[src/rtl/eth_cmd_regbank.sv]
// eth_cmd_regbank: control register bank driven by the parsed Ethernet command stream.
//
// Commands (cmdvalid/address/cmd_data) write a bank of NUM_REGS 32-bit registers
// (address < NUM_REGS) or read them back (address 0x80+n). Any other address is
// invalid. Each write pulses wr_pulse[n] for one cycle. Registers flagged in
// SELFCLR_MASK return to zero one cycle after being written.
//
// Build option ETH_CMD_ACK_EN: when defined, every command produces an 8-byte
// reply frame (55 A5 addr d3 d2 d1 d0 F0) pushed into the TX byte FIFO through a
// sender plus a 1-deep pending buffer. Replies that find both occupied are dropped
// and counted. When undefined, the reply path is absent, the TX outputs are tied
// to zero and read commands have no effect.
//
// Ports:
//   clk, reset_n              clock, asynchronous active-low reset
//   cmdvalid, address, cmd_data   command strobe and payload
//   regs_out                  flattened bank, register n at [32n+31:32n]
//   wr_pulse                  one-cycle write strobe per register
//   tx_full, tx_wr_en, tx_din TX FIFO interface (tx_wr_en is combinational on tx_full)
//   busy                      reply frame being sent or pending
//   err_cnt, drop_cnt         saturating invalid-command and dropped-reply counts
module eth_cmd_regbank #(
  parameter int unsigned NUM_REGS     = 16,
  parameter logic [63:0] SELFCLR_MASK = 64'h0
) (
  input  logic                     clk,
  input  logic                     reset_n,
  input  logic                     cmdvalid,
  input  logic [7:0]               address,
  input  logic [31:0]              cmd_data,
  output logic [NUM_REGS*32-1:0]   regs_out,
  output logic [NUM_REGS-1:0]      wr_pulse,
  input  logic                     tx_full,
  output logic                     tx_wr_en,
  output logic [7:0]               tx_din,
  output logic                     busy,
  output logic [7:0]               err_cnt,
  output logic [7:0]               drop_cnt
);

  localparam int unsigned DW = 32;
  localparam int unsigned AW = 8;
  localparam int unsigned CW = 8;

  // Address decode
  logic is_wr_c, is_rd_c, is_inv_c;
  assign is_wr_c  = (address < AW'(NUM_REGS));
  assign is_rd_c  = address[7] && (address[6:0] < 7'(NUM_REGS));
  assign is_inv_c = !is_wr_c && !is_rd_c;

  logic [DW-1:0]       regs_q [NUM_REGS];
  logic [DW-1:0]       regs_d [NUM_REGS];
  logic [NUM_REGS-1:0] wr_pulse_q, wr_pulse_d;
  logic [CW-1:0]       err_cnt_q, err_cnt_d;

  // Register bank: a write in the same cycle as a pending self-clear wins
  always_comb begin
    for (int unsigned n = 0; n < NUM_REGS; n++) begin
      regs_d[n]     = regs_q[n];
      wr_pulse_d[n] = 1'b0;
      if (wr_pulse_q[n] && SELFCLR_MASK[n]) regs_d[n] = '0;
      if (cmdvalid && is_wr_c && (address == AW'(n))) begin
        regs_d[n]     = cmd_data;
        wr_pulse_d[n] = 1'b1;
      end
    end
    err_cnt_d = err_cnt_q;
    if (cmdvalid && is_inv_c && (err_cnt_q != '1)) err_cnt_d = err_cnt_q + CW'(1);
  end

  for (genvar g = 0; g < NUM_REGS; g++) begin : g_flat
    assign regs_out[g*DW +: DW] = regs_q[g];
  end
  assign wr_pulse = wr_pulse_q;
  assign err_cnt  = err_cnt_q;

`ifdef ETH_CMD_ACK_EN
  typedef enum logic {S_IDLE = 1'b0, S_SEND = 1'b1} state_t;

  state_t        state_q, state_d;
  logic [2:0]    idx_q, idx_d;
  logic [AW-1:0] snd_addr_q, snd_addr_d, pend_addr_q, pend_addr_d;
  logic [DW-1:0] snd_data_q, snd_data_d, pend_data_q, pend_data_d;
  logic          pend_v_q, pend_v_d;
  logic [CW-1:0] drop_cnt_q, drop_cnt_d;
  logic [DW-1:0] rd_data_c, rply_data_c;
  logic          last_wr_c, pend_free_c;

  always_comb begin
    rd_data_c = '0;
    for (int unsigned n = 0; n < NUM_REGS; n++)
      if (address[6:0] == 7'(n)) rd_data_c = regs_q[n];
  end

  assign rply_data_c = is_wr_c ? cmd_data : (is_rd_c ? rd_data_c : 32'hEEEE_EEEE);
  assign tx_wr_en    = (state_q == S_SEND) && !tx_full;
  assign last_wr_c   = tx_wr_en && (idx_q == 3'd7);
  // Pending slot is vacated this cycle, so a new entry can take it without a drop
  assign pend_free_c = pend_v_q && ((state_q == S_IDLE) || last_wr_c);

  always_comb begin
    case (idx_q)
      3'd0:    tx_din = 8'h55;
      3'd1:    tx_din = 8'hA5;
      3'd2:    tx_din = snd_addr_q;
      3'd3:    tx_din = snd_data_q[31:24];
      3'd4:    tx_din = snd_data_q[23:16];
      3'd5:    tx_din = snd_data_q[15:8];
      3'd6:    tx_din = snd_data_q[7:0];
      default: tx_din = 8'hF0;
    endcase
  end

  // Sender / pending-buffer next state
  always_comb begin
    state_d     = state_q;
    idx_d       = idx_q;
    snd_addr_d  = snd_addr_q;
    snd_data_d  = snd_data_q;
    pend_v_d    = pend_v_q;
    pend_addr_d = pend_addr_q;
    pend_data_d = pend_data_q;
    drop_cnt_d  = drop_cnt_q;

    if (state_q == S_IDLE) begin
      if (pend_v_q) begin
        state_d    = S_SEND;
        idx_d      = 3'd0;
        snd_addr_d = pend_addr_q;
        snd_data_d = pend_data_q;
        pend_v_d   = 1'b0;
      end
    end else if (tx_wr_en) begin
      idx_d = idx_q + 3'd1;
      if (idx_q == 3'd7) begin
        if (pend_v_q) begin
          snd_addr_d = pend_addr_q;
          snd_data_d = pend_data_q;
          pend_v_d   = 1'b0;
        end else begin
          state_d = S_IDLE;
        end
      end
    end

    if (cmdvalid) begin
      if ((state_q == S_IDLE) && !pend_v_q) begin
        state_d    = S_SEND;
        idx_d      = 3'd0;
        snd_addr_d = address;
        snd_data_d = rply_data_c;
      end else if (!pend_v_q || pend_free_c) begin
        pend_v_d    = 1'b1;
        pend_addr_d = address;
        pend_data_d = rply_data_c;
      end else if (drop_cnt_q != '1) begin
        drop_cnt_d = drop_cnt_q + CW'(1);
      end
    end
  end

  assign busy     = (state_q != S_IDLE) || pend_v_q;
  assign drop_cnt = drop_cnt_q;
`else
  logic unused_tx_full;
  assign unused_tx_full = tx_full;
  assign tx_wr_en       = 1'b0;
  assign tx_din         = '0;
  assign busy           = 1'b0;
  assign drop_cnt       = '0;
`endif

  always_ff @(posedge clk or negedge reset_n) begin
    if (!reset_n) begin
      for (int unsigned n = 0; n < NUM_REGS; n++) regs_q[n] <= '0;
      wr_pulse_q  <= '0;
      err_cnt_q   <= '0;
`ifdef ETH_CMD_ACK_EN
      state_q     <= S_IDLE;
      idx_q       <= 3'd0;
      snd_addr_q  <= '0;
      snd_data_q  <= '0;
      pend_v_q    <= 1'b0;
      pend_addr_q <= '0;
      pend_data_q <= '0;
      drop_cnt_q  <= '0;
`endif
    end else begin
      for (int unsigned n = 0; n < NUM_REGS; n++) regs_q[n] <= regs_d[n];
      wr_pulse_q  <= wr_pulse_d;
      err_cnt_q   <= err_cnt_d;
`ifdef ETH_CMD_ACK_EN
      state_q     <= state_d;
      idx_q       <= idx_d;
      snd_addr_q  <= snd_addr_d;
      snd_data_q  <= snd_data_d;
      pend_v_q    <= pend_v_d;
      pend_addr_q <= pend_addr_d;
      pend_data_q <= pend_data_d;
      drop_cnt_q  <= drop_cnt_d;
`endif
    end
  end

endmodule

[config.mk]
export PLATFORM = sky130hd
export DESIGN_NAME = eth_cmd_regbank
export DESIGN_NICKNAME = d
export VERILOG_FILES = /design/src/rtl/eth_cmd_regbank.sv
export SDC_FILE = /design/constraint.sdc
export NUM_CORES = 1
export LEC_CHECK = 0
export ABC_AREA = 1
export CAP_MARGIN = 10
export CORE_AREA = 5 5 233 235
export DETAILED_ROUTE_END_ITERATION = 6
export DIE_AREA = 0 0 238 240
export GPL_TIMING_DRIVEN = 1
export PLACE_DENSITY_LB_ADDON = 0.3
export SYNTH_ARGS = -nofsm -noshare
export SYNTH_HDL_FRONTEND = slang
export SYNTH_SLANG_ARGS = --single-unit
[constraint.sdc]
create_clock -name clk -period 3 [get_ports clk]
set_clock_uncertainty 0.15 [all_clocks]
set_input_delay 0.9 -clock clk [delete_from_list [all_inputs] [get_ports clk]]
set_output_delay 0.9 -clock clk [all_outputs]
set_load 0.005 [all_outputs]
# [Word level (Yosys, flattened, before mapping)]
# Cells that the tools add are included.
[word_totals] ff_bits=536 wordCells=77 output_inout_bits=554
[op_classes] order_cmp=2 reduce_logical=24 muxes=16 eq_ne=16 add_sub_neg=1
[ops] cell="$eq A8 B4 Y1 const B" n=8
[ops] cell="$eq A8 B3 Y1 const B" n=4
[ops] cell="$logic_and A1 B1 Y1" n=21
[ops] cell="$eq A8 B2 Y1 const B" n=2
[ops] cell="$mux W1" n=16
[ops] cell="$add A8 B1 Y8 const B" n=1
[ops] cell="$eq A8 B1 Y1 const B" n=1
[ops] cell="$logic_not A8 Y1" n=1
[ops] cell="$lt A8 B5 Y1 const B" n=1
[ops] cell="$ne A8 B8 Y1 const B" n=1
[ops] cell="$lt A7 B5 Y1 const B" n=1
[ops] cell="$logic_not A1 Y1" n=2

# [Depth between registers and ports, before layout]
# Gate-level depths: netlist (run 1).
[depth] word_depth=6 depth_mapped=9 mapped_depth_nobuf=8

# [Worst setup path after synthesis (run 1)]
# Ideal clock, no wire load.
[synth_timing] kind="input-to-reg" startpoint="in address[4]" endpoint="reg regs_q, in the netlist regs_out[15]" cell_stages=8 arrival_time_ns=1.856 required_ns=2.733 n_path_buf=2 path_slack_ns=0.877 path_cell_list="nor2_1 > nand2_2 > buf_6 > nor2_4 > nand2_1 > buf_2 > nand2_1 > nand2_1"
[synth_between] elab_chain_cells=3
[synth_lines] element="start: declaration" line="29" text="input logic [7:0] address,"
[synth_lines] element="$lt A8 B5 Y1" line="47" text="assign is_wr_c = (address < AW'(NUM_REGS));"
[synth_lines] element="$logic_and A1 B1 Y1" line="62" text="if (cmdvalid && is_wr_c && (address == AW'(n))) begin"
[synth_lines] element="$logic_and A1 B1 Y1 (*)" line="62"
[synth_lines] element="end: declaration" line="51" text="logic [DW-1:0] regs_q [NUM_REGS];"
# Mark *: on every way between the ends. The rest lies on a longest branch, timed or not.
# A chain may end at the register's enable or synchronous reset.

# [Final worst setup path (run 1)]
[layout_timing] startpoint="reg err_cnt_q[4], in the netlist err_cnt[4]" endpoint="out err_cnt[4]"
[layout_lines] element="start: declaration" line="54" text="logic [CW-1:0] err_cnt_q, err_cnt_d;"
[layout_lines] element="start signal: assignment" line="191" text="err_cnt_q <= err_cnt_d;"
[layout_lines] element="end: declaration" line="37" text="output logic [7:0] err_cnt,"
# No word-level cell between the ends.

==> results.yml, run 1 <==
global_route:
  grt_pass1_wl_um: 119900
  grt_max_degree: 106
  gr-total-overflow: 0
  antenna_found_initial: 5
  track_usage_pct: 27.85
  grt_pass1_vias: 18130
detailed_routing:
  routedWlPerCell_um: 23.28
  detail_route.first_pass.iterations: 6
  dr_total_vias: 18750
  drcViolationCount: 0
  wl_met2_um: 39450
  top_layer: "met4"
  ant_nets: 0
  dr_wl_met3_um: 8604
  routedLengthMet1_um: 32270
  via_per_inst: 5.250
  routed_wl_um: 83140
  drt_iter0_drc: 1732
timing:
  setup-violations-final: 0
  hold_viol: 0
  final_max_slew_viol_count: 0
  max_slew.worst_pin.slew_ns: 0.5717
  grt_setup_unrepaired: "no"
  fmaxAchievable_mhz: 364.5
  layout_min_cycle_time_ns: 2.744
  whs_ns: 0.1183
  setup_tns_ns: 0
  post-route-period-util_pct: 91.45
  slew_headroom_pct: 61.88
layout:
  fin_area_mm2: 0.02970
  syn_to_final_growth_pct: 41.45
  final_util_pct: 57.09
  finalNonFillerCells: 3572
  final_nets: 2886
  drive_gt1_share_pct: 7.113
setup_path:
  required_ns: 1.95
  rr_worst_depth: 6
  max_stage_delay_ns: 0.64
  timing.rr.end: "err_cnt[7]"
  cp_num_buf_inv: 1
  path_class: "reg2out"
  worstReg2RegStart: "err_cnt[0]"
  cp_slowest_cell: "clkdlybuf4s50_1"
  arrival_ns: 1.69
  path_cells: "clkdlybuf4s50_1"
  cp-end-kind: "output port"
  reg2reg_slack_ns: 1.29
  cp-start-kind: "flip-flop"
  crit_family: "buffers and inverters"
  path_max_fanout: 5
clock_tree:
  ctsHoldBuffers: 0
  cts.htree.levels: 2
  numCtsBuffers: 54
  clk_path_buf_depth: 3
  clk_pin_slew_ns: 0.06
  cts_tree: "yes"
  root_buffer: "clkbuf_16"
  post-cts-setup-buffer-count: 0
  clk_latency_ns: 0.60
  cts_sinks: 536
  ctsResizeCount: 0
placement:
  gp_congestion: 0.8685
  port_buffers: 578
  dpl_cell_area_mm2: 0.02787
  dpl.cell_count: 3473
  place_hpwl_um: 56830
synth:
  netlist_area_mm2: 0.02100
  synthCells: 2289
  ys_async_sr_fraction_pct: 100.0
  ys_seq_elements: 536
  synth_area_per_cell_um2: 9.173
  ys.flop_type: "dfrtp_1"
  ys_top_cells_by_area: "dfrtp_1 (64%), nand2_1 (17%), nand3_1 (8.6%), o21ai_0 (3.8%), buf_2 (2.7%)"
  synth_cell_types: 22
  seq_area_frac_synth_pct: 63.88
  synth.top_cell.area_share_pct: 63.88
  yosysMostFrequentCell: "nand2_1"
  synth-edff-count: 0
  synth_top_cell_by_area: "dfrtp_1"
  yosys_warnings: 0
  synth_common_cells: "nand2_1 (934), dfrtp_1 (536), nand3_1 (360), o21ai_0 (161), buf_2 (115)"
floorplanning:
  die-width_um: 238
  core_mm2: 0.05202
  die_y_um: 240
  die_area_mm2: 0.05712
  io-pin-count: 598
  start_util_pct: 40.36
  row_count: 84
min_path:
  hp-class: "in2async"
power:
  p_per_area_mw_per_mm2: 523.4
  p_leak_nw: 14.82
  ir_drop_mv: 0.4011
status:
  status: "finished clean"
job:
  drv_cap: 0
==> state kept, by name, summed over array words and instances, names as in the netlist <==
register and flops:
wr_pulse 16, regs_out 512, err_cnt 8
==> per-stage QoR <==
| stage | setup slack (ns) | power (mW) |
|---|---|---|
| floorplan | 0.8768 | 7.925 |
| global placement | 0.1338 | 8.719 |
| detailed placement | 0.1086 | 8.745 |
| CTS | 0.2449 | 15.64 |
| global route | 0.2267 | 16.05 |
| finish | 0.2564 | 15.55 |
==> layout make-up <==
type	count	area (um2)
inverter	57	214.0
antenna	2	5.005
sequential	536	13410
clock buffer	79	1617
timing repair buffer	670	6869
fill	4452	22320
multi-input combinational	1522	6518
clock inverter	18	205.2
tap	688	860.8
==> placed cells by master, fill, tap and decap left out <==
cell type,Yosys,final
buf_8,0,1
clkbuf_16,0,55
dfrtp_1,536,536
xor2_1,1,1
clkbuf_1,53,9
nand3_1,360,357
conb_1,1,18
ha_1,1,1
nand3_2,2,5
nor2_4,10,11
inv_1,54,54
nand2_1,934,933
nor4_1,1,1
clkdlybuf4s50_1,0,577
buf_4,19,61
bufinv_16,0,4
xnor2_1,2,2
buf_12,0,31
nand3b_1,1,1
clkinvlp_4,0,3
clkinv_4,0,1
nor2_2,2,1
nand2_2,3,4
inv_2,3,3
clkbuf_8,0,15
clkinv_2,0,9
inv_6,0,1
diode_2,0,2
o21ai_0,161,161
nor2_1,26,26
==> logic make-up (layout without fill, tap and decap cells) <==
group | after synthesis | after routing | share of synthesized area, %
and+or+nand+nor | 1339 | 1339 | 26.59
adders and majority gates | 1 | 1 | 0.05958
buffers and inverters | 248 | 824 | 5.494
AOI/OAI and AO/OA | 161 | 161 | 3.837
DFF | 536 | 536 | 63.88
xor gates and xnor gates | 3 | 3 | 0.1252
other | 1 | 20 | 0.01786
==> routing by layer <==
layer  global-route usage [%]  vias to the layer above
met5                        0                        -
met4                    8.643                        0
met3                    8.511                      155
met2                    45.40                      958
met1                    36.17                     9291
li1                         -                     8350
==> worst max path at each step <==
stage	depth (start not counted)	endpoint	startpoint
final	1	err_cnt[4]	err_cnt[4]
after global routing	1	err_cnt[4]	err_cnt[4]
after CTS	1	err_cnt[4]	err_cnt[4]
after detailed placement	9	regs_out[69]	address[4]
after global placement	9	regs_out[93]	address[4]
after floorplan	8	regs_out[15]	address[4]
==> report_power, final <==
group / internal [mW] / leakage (nW) / switching (mW)
registers: 7.38 / 7.45 / 0.124
logic: 0.451 / 6.47 / 0.659
clock network: 4.06 / 0.897 / 2.87
Power figures use the tool's default switching activity.
==> inputs of run 2 (changes only) <==
CORE_AREA = 2 2 234 236   (was 5 5 233 235)
CTS_BUF_LIST = sky130_fd_sc_hd__clkbuf_4 sky130_fd_sc_hd__clkbuf_8   (was unset)
DIE_AREA = 0 0 236 238   (was 0 0 238 240)
==> run 2 against run 1 <==
Effect of this change:
- cell count is 2.1% higher
- combinational power hardly changed
- routed wire length is 2.2% lower
- critical path depth stayed put
- sequential power hardly changed
- worst setup slack worse by 0.022 ns
- core utilization is 1.2 points lower
- die area is 1.7% lower
- critical path type unchanged
- critical endpoint is now err_cnt[6]
==> results.yml, run 2 (synthesized netlist as in run 1, its figures left out) <==
global_route:
  grt_max_degree: 99
  gr-total-overflow: 0
  track_usage_pct: 28.64
  grt_pass1_vias: 18260
  grt_pass1_wl_um: 119200
  antenna_found_initial: 3
setup_path:
  path_cells: "clkdlybuf4s50_1"
  critPathLaunch: "err_cnt[6]"
  path_class: "reg2out"
  path_max_fanout: 6
  cp-end-kind: "output port"
  required_ns: 1.95
  arrival_ns: 1.72
  max_stage_delay_ns: 0.62
  worstReg2RegStart: "err_cnt[0]"
  cp-start-kind: "flip-flop"
  cp_num_buf_inv: 1
  crit_family: "buffers and inverters"
  cp_slowest_cell: "clkdlybuf4s50_1"
clock_tree:
  numCtsBuffers: 90
  root_buffer: "clkbuf_8"
  clk_pin_slew_ns: 0.06
  clk_latency_ns: 0.66
  cts.htree.levels: 3
  ctsHoldBuffers: 0
  cts_tree: "yes"
  clk_path_buf_depth: 3
  ctsResizeCount: 0
  cts_sinks: 536
  post-cts-setup-buffer-count: 0
detailed_routing:
  drt_iter0_drc: 1418
  routedWlPerCell_um: 22.30
  dr_total_vias: 18670
  drcViolationCount: 0
  via_per_inst: 5.120
  detail_route.first_pass.iterations: 6
  routed_wl_um: 81320
  ant_nets: 0
layout:
  final_cell_mix: "nand2_1 (933), clkdlybuf4s50_1 (577), dfrtp_1 (536)"
  layout_commonest_cell: "nand2_1"
  finalNonFillerCells: 3646
  area.sequential_mm2: 0.01341
  largest_reg_flops: 512
  drive_gt1_share_pct: 9.529
  fill_cells: 4755
  syn_to_final_growth_pct: 42.29
  multi_input_area_mm2: 0.006518
  final_nets: 2928
timing:
  slew_headroom_pct: 54.46
  post-route-period-util_pct: 92.20
  setup-violations-final: 0
  layout_min_cycle_time_ns: 2.766
  setup_tns_ns: 0
  hold_viol: 0
  max_slew.worst_pin.slew_ns: 0.6832
  final_max_slew_viol_count: 0
  fmaxAchievable_mhz: 361.5
  grt_setup_unrepaired: "no"
power:
  p_per_area_mw_per_mm2: 518.7
  p_leak_nw: 14.98
  ir_drop_mv: 0.3925
floorplanning:
  die-width_um: 236
  die_area_mm2: 0.05617
  io-pin-count: 598
  start_util_pct: 39.25
  die_y_um: 238
  row_count: 85
  core_mm2: 0.05350
placement:
  place_hpwl_um: 56270
  dpl.cell_count: 3487
  port_buffers: 578
  gp_congestion: 0.9095
job:
  drv_cap: 0
min_path:
  hp-class: "in2async"
status:
  status: "finished clean"
-- run 2: final cells by class --
type                            instances  share of cell area, %
Sequential cell                       536                  44.89
Timing Repair Buffer                  676                  23.27
Tap cell                              696                  2.915
Multi-Input combinational cell       1522                  21.81
Inverter                               57                 0.7161
Clock inverter                         20                 0.6575
Antenna cell                            1               0.008376
Clock buffer                          138                  5.729
-- run 2: per-stage QoR --
step	area (um2)	utilization [%]	hold WS (ns)	power, mW	setup slack [ns]
3_3_place_gp	27970	52.28	0.3044	8.722	0.1064
3_5_place_dp	27970	52.28	0.3072	8.755	0.1052
2_1_floorplan	21060	-	0.3154	7.925	0.8768
5_1_grt	29880	55.85	0.06195	16.08	0.1373
4_1_cts	29870	55.85	0.04196	15.63	0.1646
6_report	29880	55.85	0.08518	15.50	0.2340
-- run 2: path summary, 6_finish.rpt --
kind                            cells after the start  slack [ns]           end
worst max-delay path                                1        0.23    err_cnt[6]
worst min-delay path                                1        0.09   wr_pulse[2]
worst max register to register                      6        1.31    err_cnt[4]
worst min register to register                      2        0.32  regs_out[81]
max in group asynchronous                           2        1.78  regs_out[83]
min in group clk                                    2        0.32  regs_out[81]
-- run 2: power breakdown --
group	switching, mW	internal [mW]
sequential	0.122	7.38
combinational	0.656	0.461
clock	2.98	3.90
total	3.75	11.7
-- run 2: per-layer routing --
layer,global-route usage [%],wire (um),up-vias
met4,13.11,3663,4
met2,45.45,37590,945
met1,34.99,30880,9099
met5,0,26,-
met3,10.45,9148,181
li1,-,-,8440
==> inputs of run 3 (changes only) <==
CAP_MARGIN = unset   (was 10)
==> results of run 3 <==
Same layout as run 2: the final DEF is identical, and so are final timing and power.
